<file path="config.mk">
export PLATFORM = sky130hd
export DESIGN_NAME = sn_acc_collect_flat
export DESIGN_NICKNAME = d
export VERILOG_FILES = /design/src/rtl/sn_acc_collect_if.sv /design/src/rtl/sn_acc_collect.sv /design/src/flat_wrapper.sv
export SDC_FILE = /design/constraint.sdc
export NUM_CORES = 1
export LEC_CHECK = 0
export CORE_UTILIZATION = 50
export CTS_BUF_LIST = sky130_fd_sc_hd__clkbuf_16
export CTS_CLUSTER_DIAMETER = 150
export CTS_CLUSTER_SIZE = 14
export DETAILED_ROUTE_END_ITERATION = 8
export GPL_ROUTABILITY_DRIVEN = 1
export PLACE_DENSITY = 0.68
export SYNTH_ARGS = -nofsm -noshare
export SYNTH_HDL_FRONTEND = slang
export SYNTH_SLANG_ARGS = --single-unit
</file>
<file path="constraint.sdc">
create_clock -name i_clk_udc -period 2.1 [get_ports i_clk_udc]
set_input_delay 0.21 -clock i_clk_udc [delete_from_list [all_inputs] [get_ports i_clk_udc]]
set_output_delay 0.21 -clock i_clk_udc [all_outputs]
set_load 0.05 [all_outputs]
</file>
<file path="src/rtl/sn_acc_collect_if.sv">
// rtl/sn_acc_collect_if.sv - handshake/bus bundle for the SN accumulator collector
//
// Purpose: groups the burst input (i_gen, i_sn_bit), the result handshake
// (o_valid, i_ready) and the result/status outputs of sn_acc_collect.
// Ports (via modports):
//   master : drives i_gen, i_sn_bit, i_ready; observes all o_* signals
//   slave  : the collector itself; consumes i_*, drives o_*
//   i_gen     1            burst-active flag, SN bits valid when 1
//   i_sn_bit  LANES        one SN bit per lane, 1 = up, 0 = down
//   i_ready   1            downstream accepts the held result
//   o_valid   1            held result valid
//   o_result  LANES*OUT_W  signed clamped result, lane 0 in the low bits
//   o_sign    LANES        lane result >= 0
//   o_sat     LANES        lane clamped or accumulator saturated
//   o_busy    1            accumulating
//   o_drop    1            one-cycle pulse when a commit is discarded
interface sn_acc_collect_if #(
  parameter int LANES = 4,
  parameter int OUT_W = 4
);
  logic                     i_gen;
  logic [LANES-1:0]         i_sn_bit;
  logic                     i_ready;
  logic                     o_valid;
  logic [LANES*OUT_W-1:0]   o_result;
  logic [LANES-1:0]         o_sign;
  logic [LANES-1:0]         o_sat;
  logic                     o_busy;
  logic                     o_drop;

  modport master (
    output i_gen, i_sn_bit, i_ready,
    input  o_valid, o_result, o_sign, o_sat, o_busy, o_drop
  );

  modport slave (
    input  i_gen, i_sn_bit, i_ready,
    output o_valid, o_result, o_sign, o_sat, o_busy, o_drop
  );
endinterface

</file>
<file path="src/rtl/sn_acc_collect.sv">
// rtl/sn_acc_collect.sv - per-lane saturating SN up/down accumulator with single-entry result register
//
// Purpose: counts one stochastic bit per lane per cycle while i_gen is high,
// and when the burst ends commits a clamped signed result plus sign and
// saturation flags into a single-entry valid/ready output register.
// Ports:
//   i_clk_udc  clock, all state on posedge
//   i_rst_udc  asynchronous active-high reset
//   bus        sn_acc_collect_if.slave (i_gen, i_sn_bit, i_ready in;
//              o_valid, o_result, o_sign, o_sat, o_busy, o_drop out)
module sn_acc_collect #(
  parameter int LANES = 4,
  parameter int ACC_W = 6,
  parameter int OUT_W = 4
) (
  input  logic               i_clk_udc,
  input  logic               i_rst_udc,
  sn_acc_collect_if.slave    bus
);

  typedef enum logic {ST_IDLE, ST_ACC} state_t;

  localparam logic signed [ACC_W-1:0] ACC_MAX     = {1'b0, {(ACC_W-1){1'b1}}};
  localparam logic signed [ACC_W-1:0] ACC_MIN     = {1'b1, {(ACC_W-1){1'b0}}};
  localparam logic signed [ACC_W-1:0] ACC_ONE     = {{(ACC_W-1){1'b0}}, 1'b1};
  localparam logic signed [ACC_W-1:0] ACC_NEG_ONE = {ACC_W{1'b1}};
  // Output range expressed at accumulator width so the clamp is a plain signed compare.
  localparam logic signed [ACC_W-1:0] OUT_MAX = {{(ACC_W-OUT_W+1){1'b0}}, {(OUT_W-1){1'b1}}};
  localparam logic signed [ACC_W-1:0] OUT_MIN = {{(ACC_W-OUT_W+1){1'b1}}, {(OUT_W-1){1'b0}}};

  state_t                  state;
  logic signed [ACC_W-1:0] acc [LANES];
  logic [LANES-1:0]        sticky;

  logic                    valid_q;
  logic [LANES*OUT_W-1:0]  result_q;
  logic [LANES-1:0]        sign_q;
  logic [LANES-1:0]        sat_q;
  logic                    busy_q;
  logic                    drop_q;

  logic [OUT_W-1:0]        res_d [LANES];
  logic [LANES-1:0]        clamp_hit;
  logic                    commit;

  // Burst ends when i_gen is seen low while accumulating; that edge's bits are ignored.
  assign commit = (state == ST_ACC) && !bus.i_gen;

  always_comb begin
    for (int l = 0; l < LANES; l++) begin
      res_d[l]     = acc[l][OUT_W-1:0];
      clamp_hit[l] = 1'b0;
      if (acc[l] > OUT_MAX) begin
        res_d[l]     = OUT_MAX[OUT_W-1:0];
        clamp_hit[l] = 1'b1;
      end else if (acc[l] < OUT_MIN) begin
        res_d[l]     = OUT_MIN[OUT_W-1:0];
        clamp_hit[l] = 1'b1;
      end
    end
  end

  always_ff @(posedge i_clk_udc or posedge i_rst_udc) begin
    if (i_rst_udc) begin
      state    <= ST_IDLE;
      for (int l = 0; l < LANES; l++) acc[l] <= '0;
      sticky   <= '0;
      valid_q  <= 1'b0;
      result_q <= '0;
      sign_q   <= '0;
      sat_q    <= '0;
      busy_q   <= 1'b0;
      drop_q   <= 1'b0;
    end else begin
      drop_q <= 1'b0;

      case (state)
        ST_IDLE: begin
          if (bus.i_gen) begin
            // The starting edge's bits already count.
            state  <= ST_ACC;
            busy_q <= 1'b1;
            for (int l = 0; l < LANES; l++)
              acc[l] <= bus.i_sn_bit[l] ? ACC_ONE : ACC_NEG_ONE;
          end
        end
        ST_ACC: begin
          if (bus.i_gen) begin
            for (int l = 0; l < LANES; l++) begin
              if (bus.i_sn_bit[l]) begin
                if (acc[l] == ACC_MAX) sticky[l] <= 1'b1;
                else                   acc[l]    <= acc[l] + ACC_ONE;
              end else begin
                if (acc[l] == ACC_MIN) sticky[l] <= 1'b1;
                else                   acc[l]    <= acc[l] + ACC_NEG_ONE;
              end
            end
          end else begin
            state  <= ST_IDLE;
            busy_q <= 1'b0;
            for (int l = 0; l < LANES; l++) acc[l] <= '0;
            sticky <= '0;
          end
        end
        default: state <= ST_IDLE;
      endcase

      // A held result that is being accepted this edge frees the slot for the new commit.
      if (commit) begin
        if (!valid_q || bus.i_ready) begin
          valid_q <= 1'b1;
          for (int l = 0; l < LANES; l++) begin
            result_q[l*OUT_W +: OUT_W] <= res_d[l];
            sign_q[l]                  <= ~res_d[l][OUT_W-1];
            sat_q[l]                   <= sticky[l] | clamp_hit[l];
          end
        end else begin
          drop_q <= 1'b1;
        end
      end else if (valid_q && bus.i_ready) begin
        valid_q <= 1'b0;
      end
    end
  end

  assign bus.o_valid  = valid_q;
  assign bus.o_result = result_q;
  assign bus.o_sign   = sign_q;
  assign bus.o_sat    = sat_q;
  assign bus.o_busy   = busy_q;
  assign bus.o_drop   = drop_q;

endmodule

</file>
<file path="src/flat_wrapper.sv">
// flat-port wrapper written by rule: the top's interface ports become plain ports
module sn_acc_collect_flat 
#(
  parameter int LANES = 4,
  parameter int ACC_W = 6,
  parameter int OUT_W = 4
)
  (i_clk_udc, i_rst_udc, bus_i_gen, bus_i_sn_bit, bus_i_ready, bus_o_valid, bus_o_result, bus_o_sign, bus_o_sat, bus_o_busy, bus_o_drop);
  sn_acc_collect_if #(.LANES(LANES), .OUT_W(OUT_W)) bus_i ();
  input  logic i_clk_udc;
  input  logic i_rst_udc;
  input wire logic [$bits(bus_i.i_gen)-1:0] bus_i_gen;
  input wire logic [$bits(bus_i.i_sn_bit)-1:0] bus_i_sn_bit;
  input wire logic [$bits(bus_i.i_ready)-1:0] bus_i_ready;
  output wire logic [$bits(bus_i.o_valid)-1:0] bus_o_valid;
  output wire logic [$bits(bus_i.o_result)-1:0] bus_o_result;
  output wire logic [$bits(bus_i.o_sign)-1:0] bus_o_sign;
  output wire logic [$bits(bus_i.o_sat)-1:0] bus_o_sat;
  output wire logic [$bits(bus_i.o_busy)-1:0] bus_o_busy;
  output wire logic [$bits(bus_i.o_drop)-1:0] bus_o_drop;
  assign bus_i.i_gen = bus_i_gen;
  assign bus_i.i_sn_bit = bus_i_sn_bit;
  assign bus_i.i_ready = bus_i_ready;
  assign bus_o_valid = bus_i.o_valid;
  assign bus_o_result = bus_i.o_result;
  assign bus_o_sign = bus_i.o_sign;
  assign bus_o_sat = bus_i.o_sat;
  assign bus_o_busy = bus_i.o_busy;
  assign bus_o_drop = bus_i.o_drop;
  sn_acc_collect #(.LANES(LANES), .ACC_W(ACC_W), .OUT_W(OUT_W)) u_core (.i_clk_udc(i_clk_udc), .i_rst_udc(i_rst_udc), .bus(bus_i));
endmodule
</file>
==> impl_metrics.env <==
export IMPL_switchingPower_mw=1.58
export IMPL_hold_class="in2async"
export IMPL_grt_pass1_vias=3115
export IMPL_vias=3170
export IMPL_synth_edff_count=0
export IMPL_post_route_cells_drive_above_1_share_pct=14.6
export IMPL_clk_path_buf_depth=2
export IMPL_place_inst=547
export IMPL_synthesis_area_per_instance_um2=8.87
export IMPL_area_delta_synth_final_pct=24.2
export IMPL_netlist_area_leader_share_pct=39.7
export IMPL_post_drt_wl_per_cell_um=15.1
export IMPL_cp_end_kind="flop"
export IMPL_antenna_found_initial=0
export IMPL_std_cell_rows=30
export IMPL_vdd_drop_max_mv=0.418
export IMPL_p_clk_share_pct=23.9
export IMPL_path_class="reg2reg"
export IMPL_cts_tree="built"
export IMPL_fin_skew_ps=4.74
export IMPL_die_area_um2=7400
export IMPL_cts_sinks=56
export IMPL_place_worst_setup_slack_ps=-149
export IMPL_fp_dieW_um=86.0
export IMPL_cts_htree_levels=2
export IMPL_outcome="completed"
export IMPL_setup_viol=0
export IMPL_synthesis_nets=428
export IMPL_grt_pass1_wl_um=14400
export IMPL_io_pins=35
export IMPL_synth_seq_area_share_pct=39.7
export IMPL_cts_root_buf="clkbuf_16"
export IMPL_syn_inst=398
export IMPL_pwr_share_comb_pct=40.5
export IMPL_layout_nets=488
export IMPL_drv_slew=0
export IMPL_synthDistinctLibCells=55
export IMPL_max_freq_mhz=519
export IMPL_p_leak_nw=1.97
export IMPL_synth_top_cell_by_area="dfrtp_1"
export IMPL_critical_path_arrival_ps=2110
export IMPL_drt_iter0_markers=170
export IMPL_start_util_pct=52.0
export IMPL_cts_buffers=5
export IMPL_core_area_um2=6790
export IMPL_fin_crit_sh_pct=91.7
export IMPL_hold_violations=0
export IMPL_worst_slack_ps=174
export IMPL_cap_violations=0
export IMPL_firstDrtPassIters=4
export IMPL_relSlewSlack_pct=64.0
export IMPL_tns_ps=0
export IMPL_p_sw_share_pct=38.9
export IMPL_grt_max_degree=34
export IMPL_path_clk_slew_ps=80
export IMPL_yosysWarningCount=0
export IMPL_drc=0
export IMPL_clock_latency_ps=290
export IMPL_gr_total_overflow=0
export IMPL_synth_seq_cells=56
export IMPL_async_flop_share_pct=100
export IMPL_p_per_area_nw_per_um2=927
export IMPL_start_kind="flop"
export IMPL_gp_congestion=0.914
export IMPL_p_seq_share_pct=35.6
export IMPL_critPathMaxFanout=8
export IMPL_hpwl_um=6240
export IMPL_viasPerCell=5.71
export IMPL_period_needed_ps=1930
export IMPL_antennaDiodeCount=0
export IMPL_instances_no_fill=555
export IMPL_final_antenna_net_count=0
export IMPL_ys_flop_type="dfrtp_1"
export IMPL_crit_required_ps=2280
export IMPL_grtUsageTotal_pct=24.4
export IMPL_p_int_mw=2.48
export IMPL_routed_wl_um=8390
export IMPL_tightest_slew_ps=540
export IMPL_yosys_top_cells_area="dfrtp_1 (40%), ha_1 (6.4%), o21ai_0 (5.2%), nand2_1 (4.9%), nor2_1 (3.6%)"
export IMPL_fp_dieH_um=86.0
export IMPL_netlist_area_um2=3530
export IMPL_portBuffers=34
export IMPL_rsz0062_at_grt="no"
registers in the layout (all words and copies together), names as in the netlist:
register	cells
u_core.bus.o_valid	1
u_core.acc	24
u_core.bus.o_result	16
u_core.bus.o_busy	1
u_core.bus.o_sat	4
u_core.bus.o_sign	4
u_core.state	1
u_core.sticky	4
u_core.bus.o_drop	1
routing by layer:
layer | wire length [um] | vias up | global-route usage [%]
met5 | 0 | - | 0
met3 | 298 | 6 | 2.89
met2 | 4050 | 56 | 41.1
met1 | 3960 | 1533 | 33.0
met4 | 76 | 0 | 6.82
li1 | - | 1575 | -
power by group through the flow:
stage	logic (mW)	registers, mW	clock network (mW)
floorplan	0.727	1.84	0
global placement	1.60	1.46	0
finish	1.65	1.45	0.973
CTS	1.65	1.45	0.988
detailed placement	1.64	1.47	0
global route	1.79	1.48	1.03
cells in the final DEF, fill, tap and decap left out, types with 3 or more instances in the layout:
cell type / Yosys / routed
inv_1: 18 / 17
nor3_1: 16 / 16
nor2_1: 34 / 34
buf_4: 0 / 38
clkbuf_16: 0 / 5
o21ai_0: 37 / 36
a31oi_1: 4 / 4
clkdlybuf4s50_1: 0 / 34
ha_1: 18 / 18
nor4_1: 3 / 3
o311ai_0: 3 / 3
a21oi_2: 3 / 3
or3_1: 3 / 3
fa_1: 4 / 4
a21o_1: 3 / 3
nand2_1: 46 / 46
a2bb2oi_1: 4 / 4
dfrtp_1: 56 / 56
nor2b_1: 9 / 9
mux2i_1: 6 / 6
o31ai_1: 3 / 3
nand3_1: 12 / 12
o21a_1: 8 / 8
o22a_1: 11 / 11
o2bb2ai_1: 3 / 3
mux2_2: 3 / 3
and3_1: 3 / 3
nor4b_1: 3 / 3
a211oi_1: 8 / 7
nand4_1: 5 / 5
inv_2: 2 / 3
a21oi_1: 20 / 20
cell usage after synthesis (5+ instances only):
| master | n |
|---|---|
| nand2_1 | 46 |
| o21ai_0 | 37 |
| dfrtp_1 | 56 |
| nor2b_1 | 9 |
| nor2_1 | 34 |
| nand3_1 | 12 |
| clkbuf_1 | 10 |
| nor3_1 | 16 |
| o22a_1 | 11 |
| o21a_1 | 8 |
| inv_1 | 18 |
| buf_2 | 8 |
| nand4_1 | 5 |
| mux2i_1 | 6 |
| ha_1 | 18 |
| a211oi_1 | 8 |
| a21oi_1 | 20 |
worst paths after layout:
| check | start | to | slack (ps) | cells past startpoint |
|---|---|---|---|---|
| setup / recovery | u_core.state$_DFF_PP0_ | u_core.acc[8]$_DFFE_PP0P_ | 170 | 6 |
| hold / removal | i_rst_udc | u_core.bus.o_result[1]$_DFFE_PP0P_ | 260 | 2 |
| setup reg to reg | u_core.state$_DFF_PP0_ | u_core.acc[8]$_DFFE_PP0P_ | 170 | 6 |
| hold reg to reg | u_core.bus.o_result[13]$_DFFE_PP0P_ | u_core.bus.o_result[13]$_DFFE_PP0P_ | 470 | 2 |
| max in group asynchronous | i_rst_udc | u_core.bus.o_result[14]$_DFFE_PP0P_ | 1280 | 3 |
| min in group i_clk_udc | u_core.bus.o_result[13]$_DFFE_PP0P_ | u_core.bus.o_result[13]$_DFFE_PP0P_ | 470 | 2 |
stage by stage:
step                      hold slack [ps]  utilization [%]  total power [mW]  instance area, um^2
after floorplan                       241                -              2.56                 3530
after global placement                452             62.0              3.06                 4210
after detailed placement              462             62.0              3.11                 4210
after CTS                             276             64.5              4.08                 4380
after global routing                  297             64.6              4.30                 4390
final                                 260             64.6              4.07                 4390
kinds of logic after synthesis:
logic type | share of synthesized area, %
AND/OR/NAND/NOR | 20.2
AO/OA/AOI/OAI | 24.2
flip-flops | 39.7
buffers and inverters | 4.61
adder cells (fa/ha/maj) | 8.65
multiplexers | 2.66
timing repair:
action                                  CTS  global route
hold buffers                              0             0
setup buffers                             0             0
resized for setup                         0             2
endpoints found under the setup margin    0             2
area by class of cell:
class,count,area [um^2]
clock inverter,3,47.5
tap,96,120
fill,593,2410
inverter,20,75.1
timing repair buffer,73,646
multi-input combinational,302,1970
clock buffer,5,125
sequential,56,1400
critical path: stages, from the launching register on:
cell     delay, ps
dfrtp_1        500
inv_1          200
ha_1           250
buf_4          160
a31oi_1        200
o21ai_0        250
o22a_1         250
No activity file was read; power rests on OpenSTA's default activity.
